## src/rtl/ccd_sequencer_if.sv

```systemverilog
// Link between the frame sequencer, the CCD readout engine and the downstream
// pixel stream. The master side is the sequencer.
interface ccd_sequencer_if;
  // Engine control and data
  logic        ccd_toggle;
  logic [1:0]  ccd_mode;
  logic        ccd_busy;
  logic [15:0] ccd_data;
  logic        ccd_data_avail;
  logic        ccd_data_accept;
  // Downstream ready/valid pixel stream
  logic [15:0] pix_data;
  logic        pix_valid;
  logic        pix_ready;

  modport master (
    output ccd_toggle, ccd_mode, ccd_data_accept, pix_data, pix_valid,
    input  ccd_busy, ccd_data, ccd_data_avail, pix_ready
  );

  modport slave (
    input  ccd_toggle, ccd_mode, ccd_data_accept, pix_data, pix_valid,
    output ccd_busy, ccd_data, ccd_data_avail, pix_ready
  );
endinterface

```

## src/rtl/ccd_sequencer.sv

```systemverilog
// Frame-level acquisition controller: N clean passes, a timed exposure, then
// one readout pass, forwarding each engine pixel word to a ready/valid stream.
module ccd_sequencer #(
  parameter int TICK_DIV = 48000,
  parameter int EXP_W    = 24,
  parameter int CNT_W    = 22
) (
  input  logic                 clk,
  input  logic                 rst,
  input  logic                 start,
  input  logic                 abort,
  input  logic [3:0]           n_flush,
  input  logic [EXP_W-1:0]     exp_ticks,
  input  logic                 bin2x2,
  ccd_sequencer_if.master      ccd,
  output logic                 seq_busy,
  output logic                 shutter,
  output logic                 frame_done,
  output logic                 aborted,
  output logic [CNT_W-1:0]     pix_count
);

  // Engine mode codes
  localparam logic [1:0] ccd_mode_idle        = 2'd0;
  localparam logic [1:0] ccd_mode_clean       = 2'd1;
  localparam logic [1:0] ccd_mode_readout_1x1 = 2'd2;
  localparam logic [1:0] ccd_mode_readout_2x2 = 2'd3;

  localparam int PRE_W = (TICK_DIV > 1) ? $clog2(TICK_DIV) : 1;

  typedef enum logic [2:0] {
    S_IDLE, S_FL_KICK, S_FL_WAIT, S_EXPOSE, S_RD_KICK, S_RD_WAIT, S_DONE
  } state_t;

  state_t            state, state_d;
  logic [3:0]        n_flush_q, flush_cnt;
  logic [EXP_W-1:0]  exp_q, tick_cnt;
  logic [PRE_W-1:0]  presc;
  logic              bin_q;
  logic              avail_q, avail_qq;
  logic [15:0]       pix_data_q;
  logic              pix_valid_q;

  logic start_ok, stop_req, tick_wrap, exp_last, flush_more, capture, xfer;
  logic in_run;

  // Decode of events shared by the FSM and the datapath
  always_comb begin
    start_ok   = (state == S_IDLE) && start && !abort;
    stop_req   = aborted || abort;
    tick_wrap  = (presc == PRE_W'(TICK_DIV - 1));
    exp_last   = tick_wrap && (tick_cnt == exp_q - 1'b1);
    flush_more = ({1'b0, flush_cnt} + 5'd1) < {1'b0, n_flush_q};
    xfer       = pix_valid_q && ccd.pix_ready;
    capture    = (state == S_RD_WAIT) && !stop_req && !pix_valid_q && avail_q && !avail_qq;
    in_run     = (state != S_IDLE) && (state != S_DONE);
  end

  // State register
  always_ff @(posedge clk) begin
    // NOTE: sequential state uses non-blocking assignment so every flop samples pre-edge values.
    if (rst) state <= S_IDLE;
    else     state <= state_d;
  end

  // Next-state logic and state-decoded outputs
  always_comb begin
    // NOTE: every output gets a default first so no path leaves a variable unassigned (no latches).
    state_d             = state;
    ccd.ccd_toggle      = 1'b0;
    ccd.ccd_mode        = ccd_mode_idle;
    ccd.ccd_data_accept = !pix_valid_q;
    ccd.pix_data        = pix_data_q;
    ccd.pix_valid       = pix_valid_q;
    seq_busy            = (state != S_IDLE);
    shutter             = (state == S_EXPOSE);
    frame_done          = (state == S_DONE);

    unique case (state)
      S_IDLE: begin
        if (start_ok) begin
          if (n_flush != 4'd0)          state_d = S_FL_KICK;
          else if (exp_ticks != '0)     state_d = S_EXPOSE;
          else                          state_d = S_RD_KICK;
        end
      end
      S_FL_KICK: begin
        ccd.ccd_mode   = ccd_mode_clean;
        ccd.ccd_toggle = 1'b1;
        if (ccd.ccd_busy) state_d = S_FL_WAIT;
      end
      S_FL_WAIT: begin
        ccd.ccd_mode = ccd_mode_clean;
        if (!ccd.ccd_busy) begin
          if (stop_req)          state_d = S_DONE;
          else if (flush_more)   state_d = S_FL_KICK;
          else if (exp_q != '0)  state_d = S_EXPOSE;
          else                   state_d = S_RD_KICK;
        end
      end
      S_EXPOSE: begin
        if (abort)         state_d = S_DONE;
        else if (exp_last) state_d = S_RD_KICK;
      end
      S_RD_KICK: begin
        ccd.ccd_mode   = bin_q ? ccd_mode_readout_2x2 : ccd_mode_readout_1x1;
        ccd.ccd_toggle = 1'b1;
        if (ccd.ccd_busy) state_d = S_RD_WAIT;
      end
      S_RD_WAIT: begin
        ccd.ccd_mode = bin_q ? ccd_mode_readout_2x2 : ccd_mode_readout_1x1;
        // The holder is emptied the cycle after an abort, so this also covers the drain path.
        if (!ccd.ccd_busy && !pix_valid_q) state_d = S_DONE;
      end
      S_DONE:  state_d = S_IDLE;
      default: state_d = S_IDLE;
    endcase
  end

  // Run parameters, counters, abort flag and the one-word pixel holder
  always_ff @(posedge clk) begin
    if (rst) begin
      n_flush_q   <= '0;
      exp_q       <= '0;
      bin_q       <= 1'b0;
      flush_cnt   <= '0;
      presc       <= '0;
      tick_cnt    <= '0;
      avail_q     <= 1'b0;
      avail_qq    <= 1'b0;
      pix_data_q  <= '0;
      pix_valid_q <= 1'b0;
      pix_count   <= '0;
      aborted     <= 1'b0;
    end else begin
      avail_q  <= ccd.ccd_data_avail;
      avail_qq <= avail_q;

      if (start_ok) begin
        n_flush_q <= n_flush;
        exp_q     <= exp_ticks;
        bin_q     <= bin2x2;
        flush_cnt <= '0;
        pix_count <= '0;
        aborted   <= 1'b0;
      end

      if (in_run && abort) aborted <= 1'b1;

      if ((state == S_FL_WAIT) && !ccd.ccd_busy) flush_cnt <= flush_cnt + 4'd1;

      // Prescaler and tick counter only run while exposing; they restart from 0 on entry.
      if (state == S_EXPOSE) begin
        if (tick_wrap) begin
          presc    <= '0;
          tick_cnt <= tick_cnt + 1'b1;
        end else begin
          presc <= presc + 1'b1;
        end
      end else begin
        presc    <= '0;
        tick_cnt <= '0;
      end

      // After an abort during readout the held word is dropped and accept stays high.
      if (((state == S_RD_KICK) || (state == S_RD_WAIT)) && stop_req) begin
        pix_valid_q <= 1'b0;
      end else if (capture) begin
        pix_data_q  <= ccd.ccd_data;
        pix_valid_q <= 1'b1;
      end else if (xfer) begin
        pix_valid_q <= 1'b0;
      end

      if (xfer && (pix_count != '1)) pix_count <= pix_count + 1'b1;
    end
  end

endmodule

```

## src/flat_wrapper.sv

```systemverilog
// flat-port wrapper written by rule: the top's interface ports become plain ports
module ccd_sequencer_flat 
#(
  parameter int TICK_DIV = 48000,
  parameter int EXP_W    = 24,
  parameter int CNT_W    = 22
)
  (clk, rst, start, abort, n_flush, exp_ticks, bin2x2, seq_busy, shutter, frame_done, aborted, pix_count, ccd_ccd_toggle, ccd_ccd_mode, ccd_ccd_data_accept, ccd_pix_data, ccd_pix_valid, ccd_ccd_busy, ccd_ccd_data, ccd_ccd_data_avail, ccd_pix_ready);
  ccd_sequencer_if ccd_i ();
  input  logic clk;
  input  logic rst;
  input  logic start;
  input  logic abort;
  input  logic [3:0] n_flush;
  input  logic [EXP_W-1:0] exp_ticks;
  input  logic bin2x2;
  output logic seq_busy;
  output logic shutter;
  output logic frame_done;
  output logic aborted;
  output logic [CNT_W-1:0] pix_count;
  output wire logic [$bits(ccd_i.ccd_toggle)-1:0] ccd_ccd_toggle;
  output wire logic [$bits(ccd_i.ccd_mode)-1:0] ccd_ccd_mode;
  output wire logic [$bits(ccd_i.ccd_data_accept)-1:0] ccd_ccd_data_accept;
  output wire logic [$bits(ccd_i.pix_data)-1:0] ccd_pix_data;
  output wire logic [$bits(ccd_i.pix_valid)-1:0] ccd_pix_valid;
  input wire logic [$bits(ccd_i.ccd_busy)-1:0] ccd_ccd_busy;
  input wire logic [$bits(ccd_i.ccd_data)-1:0] ccd_ccd_data;
  input wire logic [$bits(ccd_i.ccd_data_avail)-1:0] ccd_ccd_data_avail;
  input wire logic [$bits(ccd_i.pix_ready)-1:0] ccd_pix_ready;
  assign ccd_ccd_toggle = ccd_i.ccd_toggle;
  assign ccd_ccd_mode = ccd_i.ccd_mode;
  assign ccd_ccd_data_accept = ccd_i.ccd_data_accept;
  assign ccd_pix_data = ccd_i.pix_data;
  assign ccd_pix_valid = ccd_i.pix_valid;
  assign ccd_i.ccd_busy = ccd_ccd_busy;
  assign ccd_i.ccd_data = ccd_ccd_data;
  assign ccd_i.ccd_data_avail = ccd_ccd_data_avail;
  assign ccd_i.pix_ready = ccd_pix_ready;
  ccd_sequencer #(.TICK_DIV(TICK_DIV), .EXP_W(EXP_W), .CNT_W(CNT_W)) u_core (.clk(clk), .rst(rst), .start(start), .abort(abort), .n_flush(n_flush), .exp_ticks(exp_ticks), .bin2x2(bin2x2), .ccd(ccd_i), .seq_busy(seq_busy), .shutter(shutter), .frame_done(frame_done), .aborted(aborted), .pix_count(pix_count));
endmodule
```

## config.mk

```make
export PLATFORM = sky130hd
export DESIGN_NAME = ccd_sequencer_flat
export DESIGN_NICKNAME = d
export VERILOG_FILES = /design/src/rtl/ccd_sequencer_if.sv /design/src/rtl/ccd_sequencer.sv /design/src/flat_wrapper.sv
export SDC_FILE = /design/constraint.sdc
export NUM_CORES = 1
export LEC_CHECK = 0
export CORE_MARGIN = 1
export CORE_UTILIZATION = 49
export CTS_CLUSTER_DIAMETER = 120
export DETAILED_ROUTE_END_ITERATION = 8
export PLACE_DENSITY_LB_ADDON = 0.1
export SYNTH_ARGS = -nofsm -noshare
export SYNTH_HDL_FRONTEND = slang
export SYNTH_SLANG_ARGS = --single-unit
```

## constraint.sdc

```tcl
create_clock -name clk -period 3 [get_ports clk]
set_clock_uncertainty 0.15 [all_clocks]
set_input_delay 0.6 -clock clk [delete_from_list [all_inputs] [get_ports clk]]
set_output_delay 0.6 -clock clk [all_outputs]
set_load 0.05 [all_outputs]
```

==> tab_implementation.tex <==
\begin{tabular}{lr}
\hline
Metric & Value \\
\hline
\multicolumn{2}{l}{\textbf{Synth}} \\
Number of instances in the synthesized netlist & $\sim$770 \\
Synth Net Count & about 840 \\
Yosys warns & 0 \\
Proportion of register bits with asynchronous set or reset after synthesis & 0\% \\
Unique masters post-synth & 65 \\
Share of Yosys cell area claimed by the top area cell type & roughly two fifths \\
Most common library cells after synthesis & sky130\_fd\_sc\_hd\_\_dfxtp\_1, sky130\_fd\_sc\_hd\_\_nand2\_1, sky130\_fd\_sc\_hd\_\_nor2\_1, sky130\_fd\_sc\_hd\_\_a21oi\_1, sky130\_fd\_sc\_hd\_\_xor2\_1 \\
Sequential area share after synthesis & 38.3\% \\
Number of synthesized flops with an enable pin & 0 \\
Syn\_area\_per\_cell & between 7 and 8 um\^{}2 \\
Synth Cell Area & about 0.006 mm\^{}2 \\
Flip-flop cell with the highest count after synthesis & sky130\_fd\_sc\_hd\_\_dfxtp\_1 \\
Cell types occupying the most area after synthesis & sky130\_fd\_sc\_hd\_\_dfxtp\_1, sky130\_fd\_sc\_hd\_\_nand2\_1, sky130\_fd\_sc\_hd\_\_nor2\_1 \\
Cell with the most instances after synthesis & sky130\_fd\_sc\_hd\_\_dfxtp\_1 \\
\#FFs+latches synth & roughly 120 \\
Dominant cell type by area after synthesis & sky130\_fd\_sc\_hd\_\_dfxtp\_1 \\
\multicolumn{2}{l}{\textbf{Worst setup path}} \\
Crit path kind & register to register \\
Worst reg-to-reg path cell count & 10 \\
CP max-delay cell & sky130\_fd\_sc\_hd\_\_or3\_4 \\
Max Fanout on Critical Path & 2 \\
Worst endpoint required time & 3.19 ns \\
Critical Path End Type & register \\
Worst Path Arrival & roughly 3.2 ns \\
Reg-to-reg setup timing slack & about 0.024 ns \\
Kind of launch point of the worst setup path & register \\
Launch point of the worst reg-to-reg path & u\_core.exp\_q[1] \\
Stage delay of the slowest cell on the critical path & about 0.40 ns \\
Cell-by-cell trace of the critical path & inv\_2 -> ha\_4 -> or3b\_4 -> or3\_4 -> a2111oi\_4 -> nand4\_1 -> nor4b\_4 -> o2111ai\_2 -> a211o\_1 -> a21oi\_2 \\
Endpoint of the worst-slack reg-to-reg timing path & u\_core.state[0] \\
CP startpoint & u\_core.exp\_q[1] \\
\multicolumn{2}{l}{\textbf{Global routing}} \\
Number of global-route vias before repair & roughly 5,800 \\
Combined global-route utilization of all metal layers & around a quarter \\
Pin count of the biggest net entering global routing & between 40 and 50 \\
Overall overflow remaining after global route & 0 \\
Number of antenna violations at the first check in global routing & 0 \\
Wire length of the first global-routing pass & roughly 27,000 um \\
\multicolumn{2}{l}{\textbf{Cells and area}} \\
Layout overhead on the synthesized area & 32.6\% \\
Antenna Cells & 0 \\
Fraction of the core area covered by cells at the end of the flow & between 60\% and 70\% \\
Fraction of final layout cells sized beyond drive strength 1 & between 10\% and 20\% \\
Filler Cell Count & a little over 1,000 \\
Summed area of non-filler cells in the final layout & 0.00818 mm\^{}2 \\
Nets & between 900 and 1,000 \\
\multicolumn{2}{l}{\textbf{Power}} \\
Sequential cell fraction of total power & about a third \\
Net switching component of the power & 0.00176 W \\
Combinational fraction of design power & between 20\% and 30\% \\
Internal cell power & 0.00377 W \\
Maximum vdd drop & roughly 0.5 mV \\
Lkg Pwr & 3.03 nW \\
Clk network pwr share & approximately two fifths \\
Power density over the cells & around 680 mW/mm\^{}2 \\
Fraction of power spent switching nets & between 30\% and 40\% \\
\multicolumn{2}{l}{\textbf{Job}} \\
\# Max-Cap Violations & 0 \\
\multicolumn{2}{l}{\textbf{Timing}} \\
Worst rel slew slack & between 50\% and 60\% \\
Crit path setup slack, layout & roughly 0.024 ns \\
Achievable Freq & 0.336 GHz \\
Worst Max-Slew Pin Slew & roughly 0.7 ns \\
Final Hold Violating Endpoints & 0 \\
Setup violation total in the final timing report & 0 \\
Setup repair after global routing missed its margin & yes \\
Final count of pins violating max slew & 0 \\
Minimum clock period after layout & around 3 ns \\
Fraction of the cycle the final worst path needs & $\sim$99\% \\
\multicolumn{2}{l}{\textbf{Status}} \\
Status & complete, no violations \\
\multicolumn{2}{l}{\textbf{Placed design}} \\
Detail Placement HPWL & around 12,000 um \\
RD Place Congestion & between 0.8 and 0.9 \\
Post-place setup slack & -0.271 ns \\
Port Buffers & between 90 and 100 \\
Area post-placement & between 0.007 and 0.008 mm\^{}2 \\
\multicolumn{2}{l}{\textbf{Detailed routing}} \\
Number of vias after detailed routing & between 5,000 and 6,000 \\
First-pass iteration count of the detailed router & 5 \\
DRC violations left & 0 \\
Detail Route Antenna Nets & 0 \\
Iteration-0 DRC Markers & around 400 \\
Total length of routed wires & 16,500 um \\
Via count normalized by instance count & $\sim$5.6 \\
Post-detailed-route wirelength per cell & around 15 um \\
\multicolumn{2}{l}{\textbf{Worst hold path}} \\
Cell count of the worst hold path & 2 \\
Worst min-delay path startpoint & u\_core.n\_flush\_q[1] \\
Worst Hold Endpoint & u\_core.n\_flush\_q[1] \\
Type of the tightest min-delay check & register to register \\
\multicolumn{2}{l}{\textbf{CTS}} \\
Cts-stage hold buffer count & 0 \\
Clock slew at the register clock pins of the worst setup and hold paths & around 0.050 ns \\
Clock buffer depth & 2 \\
Cts bufs inserted & 17 \\
Clock Sink Count & between 100 and 150 \\
Max H-tree Level & 4 \\
CTS Root Cell & sky130\_fd\_sc\_hd\_\_clkbuf\_16 \\
Worst skew pair latency & around 0.41 ns \\
CTS tree & built \\
\multicolumn{2}{l}{\textbf{Die}} \\
Effective utilization at floorplan & between 50\% and 60\% \\
Die Area & 0.0130 mm\^{}2 \\
Row Count & 40 \\
Vertical die dimension & roughly 110 um \\
Horizontal die dimension & about 110 um \\
Ports placed on the boundary & between 90 and 100 \\
Core region area & 0.0122 mm\^{}2 \\
\hline
\end{tabular}
==> routing by layer <==
| layer | vias to the layer above | share of wire (%) | global-route usage, % |
|---|---|---|---|
| li1 | 2965 | - | - |
| met1 | 2841 | 44 | 31.8 |
| met3 | 26 | 5.9 | 8.36 |
| met2 | 167 | 48 | 43.1 |
| met5 | - | 0 | 0 |
| met4 | 0 | 2.3 | 10.2 |
==> cells in the final DEF, fill, tap and decap left out, types with 4 or more instances in the layout <==
cell type / Yosys / routed
sky130_fd_sc_hd__a211oi_1: 12 / 12
sky130_fd_sc_hd__a21oi_1: 69 / 67
sky130_fd_sc_hd__a311oi_1: 5 / 5
sky130_fd_sc_hd__a31oi_1: 10 / 10
sky130_fd_sc_hd__and3_1: 18 / 18
sky130_fd_sc_hd__and4_1: 7 / 7
sky130_fd_sc_hd__buf_4: 0 / 41
sky130_fd_sc_hd__bufinv_16: 0 / 4
sky130_fd_sc_hd__clkbuf_16: 0 / 17
sky130_fd_sc_hd__clkdlybuf4s50_1: 0 / 95
sky130_fd_sc_hd__dfxtp_1: 118 / 113
sky130_fd_sc_hd__dfxtp_2: 0 / 5
sky130_fd_sc_hd__ha_1: 9 / 8
sky130_fd_sc_hd__inv_1: 12 / 10
sky130_fd_sc_hd__mux2i_1: 17 / 17
sky130_fd_sc_hd__nand2_1: 104 / 104
sky130_fd_sc_hd__nand2b_1: 6 / 6
sky130_fd_sc_hd__nand3_1: 33 / 33
sky130_fd_sc_hd__nand3b_1: 6 / 6
sky130_fd_sc_hd__nand4_1: 13 / 13
sky130_fd_sc_hd__nor2_1: 102 / 100
sky130_fd_sc_hd__nor2b_1: 4 / 4
sky130_fd_sc_hd__nor3_1: 17 / 14
sky130_fd_sc_hd__nor4_1: 11 / 11
sky130_fd_sc_hd__nor4b_1: 5 / 5
sky130_fd_sc_hd__o21ai_0: 29 / 28
sky130_fd_sc_hd__or3_1: 11 / 10
sky130_fd_sc_hd__xnor2_1: 26 / 26
sky130_fd_sc_hd__xor2_1: 41 / 41
==> layout make-up <==
cell class | instances | area (um^2) | share of cell area (%)
Multi-Input combinational cell | 606 | 3660 | 44.8
Sequential cell | 118 | 2370 | 29.0
Clock buffer | 21 | 470 | 5.75
Timing Repair Buffer | 138 | 1270 | 15.6
Clock inverter | 9 | 150 | 1.84
Inverter | 12 | 45.0 | 0.551
Tap cell | 168 | 210 | 2.57
==> flip-flops by register name, summed over array words and instances, names as in the netlist <==
register and flops:
u_core.aborted 1, u_core.avail_q 1, u_core.avail_qq 1, u_core.bin_q 1, u_core.ccd.pix_data 16, u_core.ccd.pix_valid 1
u_core.exp_q 24, u_core.flush_cnt 4, u_core.n_flush_q 4, u_core.pix_count 22, u_core.presc 16, u_core.state 3
u_core.tick_cnt 24
==> worst max-delay path by stage <==
| stage | cells after the start | endpoint | slack (ns) |
|---|---|---|---|
| 6_report | 10 | u_core.state[0] | 0.02 |
| 3_5_place_dp | 9 | u_core.state[0] | -0.27 |
| 3_3_place_gp | 10 | u_core.state[1] | -0.18 |
| 4_1_cts | 10 | u_core.state[0] | -0.002 |
| 5_1_grt | 10 | u_core.state[0] | -0.11 |
| 2_1_floorplan | 11 | u_core.pix_count[3] | 0.02 |
==> worst max-delay path: cells and delay by family, from the launching register on <==
family	cells	cell delay, ns
AO/OA/AOI/OAI	4	0.92
AND/OR/NAND/NOR	4	1.31
flip-flops	1	0.32
buffers and inverters	1	0.07
adder cells (fa/ha/maj)	1	0.13
==> logic make-up (layout without fill, tap and decap cells) <==
family                     Yosys count  in the layout  share of synthesized area, %
and+or+nand+nor                    362            362                          29.0
AOI/OAI and AO/OA                  151            151                          14.7
adders and majority gates            9              9                          1.83
xor gates and xnor gates            67             67                          9.52
buffers and inverters               50            180                          3.90
muxes                               17             17                          2.76
DFF                                118            118                          38.3
==> repair_timing <==
item | 4_1_cts | 5_1_grt
pin swaps | 2 | 9
endpoints found under the setup margin | 3 | 19
buffers inserted | 1 | 2
resized for setup | 4 | 17
==> power groups by stage <==
stage | Clock [W] | Sequential, W | Combinational (W)
CTS | 0.00218 | 0.00173 | 0.00158
floorplan | 0 | 0.00176 | 0.00107
finish | 0.00215 | 0.00174 | 0.00165
global route | 0.00226 | 0.00175 | 0.00180
detailed placement | 0 | 0.00177 | 0.00156
global placement | 0 | 0.00176 | 0.00152
==> metrics by stage <==
step	std cells	setup TNS, ns	hold WS (ns)	power [W]
after detailed placement	1039	-0.593	0.298	0.00332
after CTS	1070	-0.00205	0.305	0.00549
final	1072	0	0.301	0.00553
after global placement	1039	-0.349	0.292	0.00329
after global routing	1072	-0.289	0.324	0.00581
after floorplan	774	0	0.279	0.00283
No activity file was read; power rests on OpenSTA's default activity.
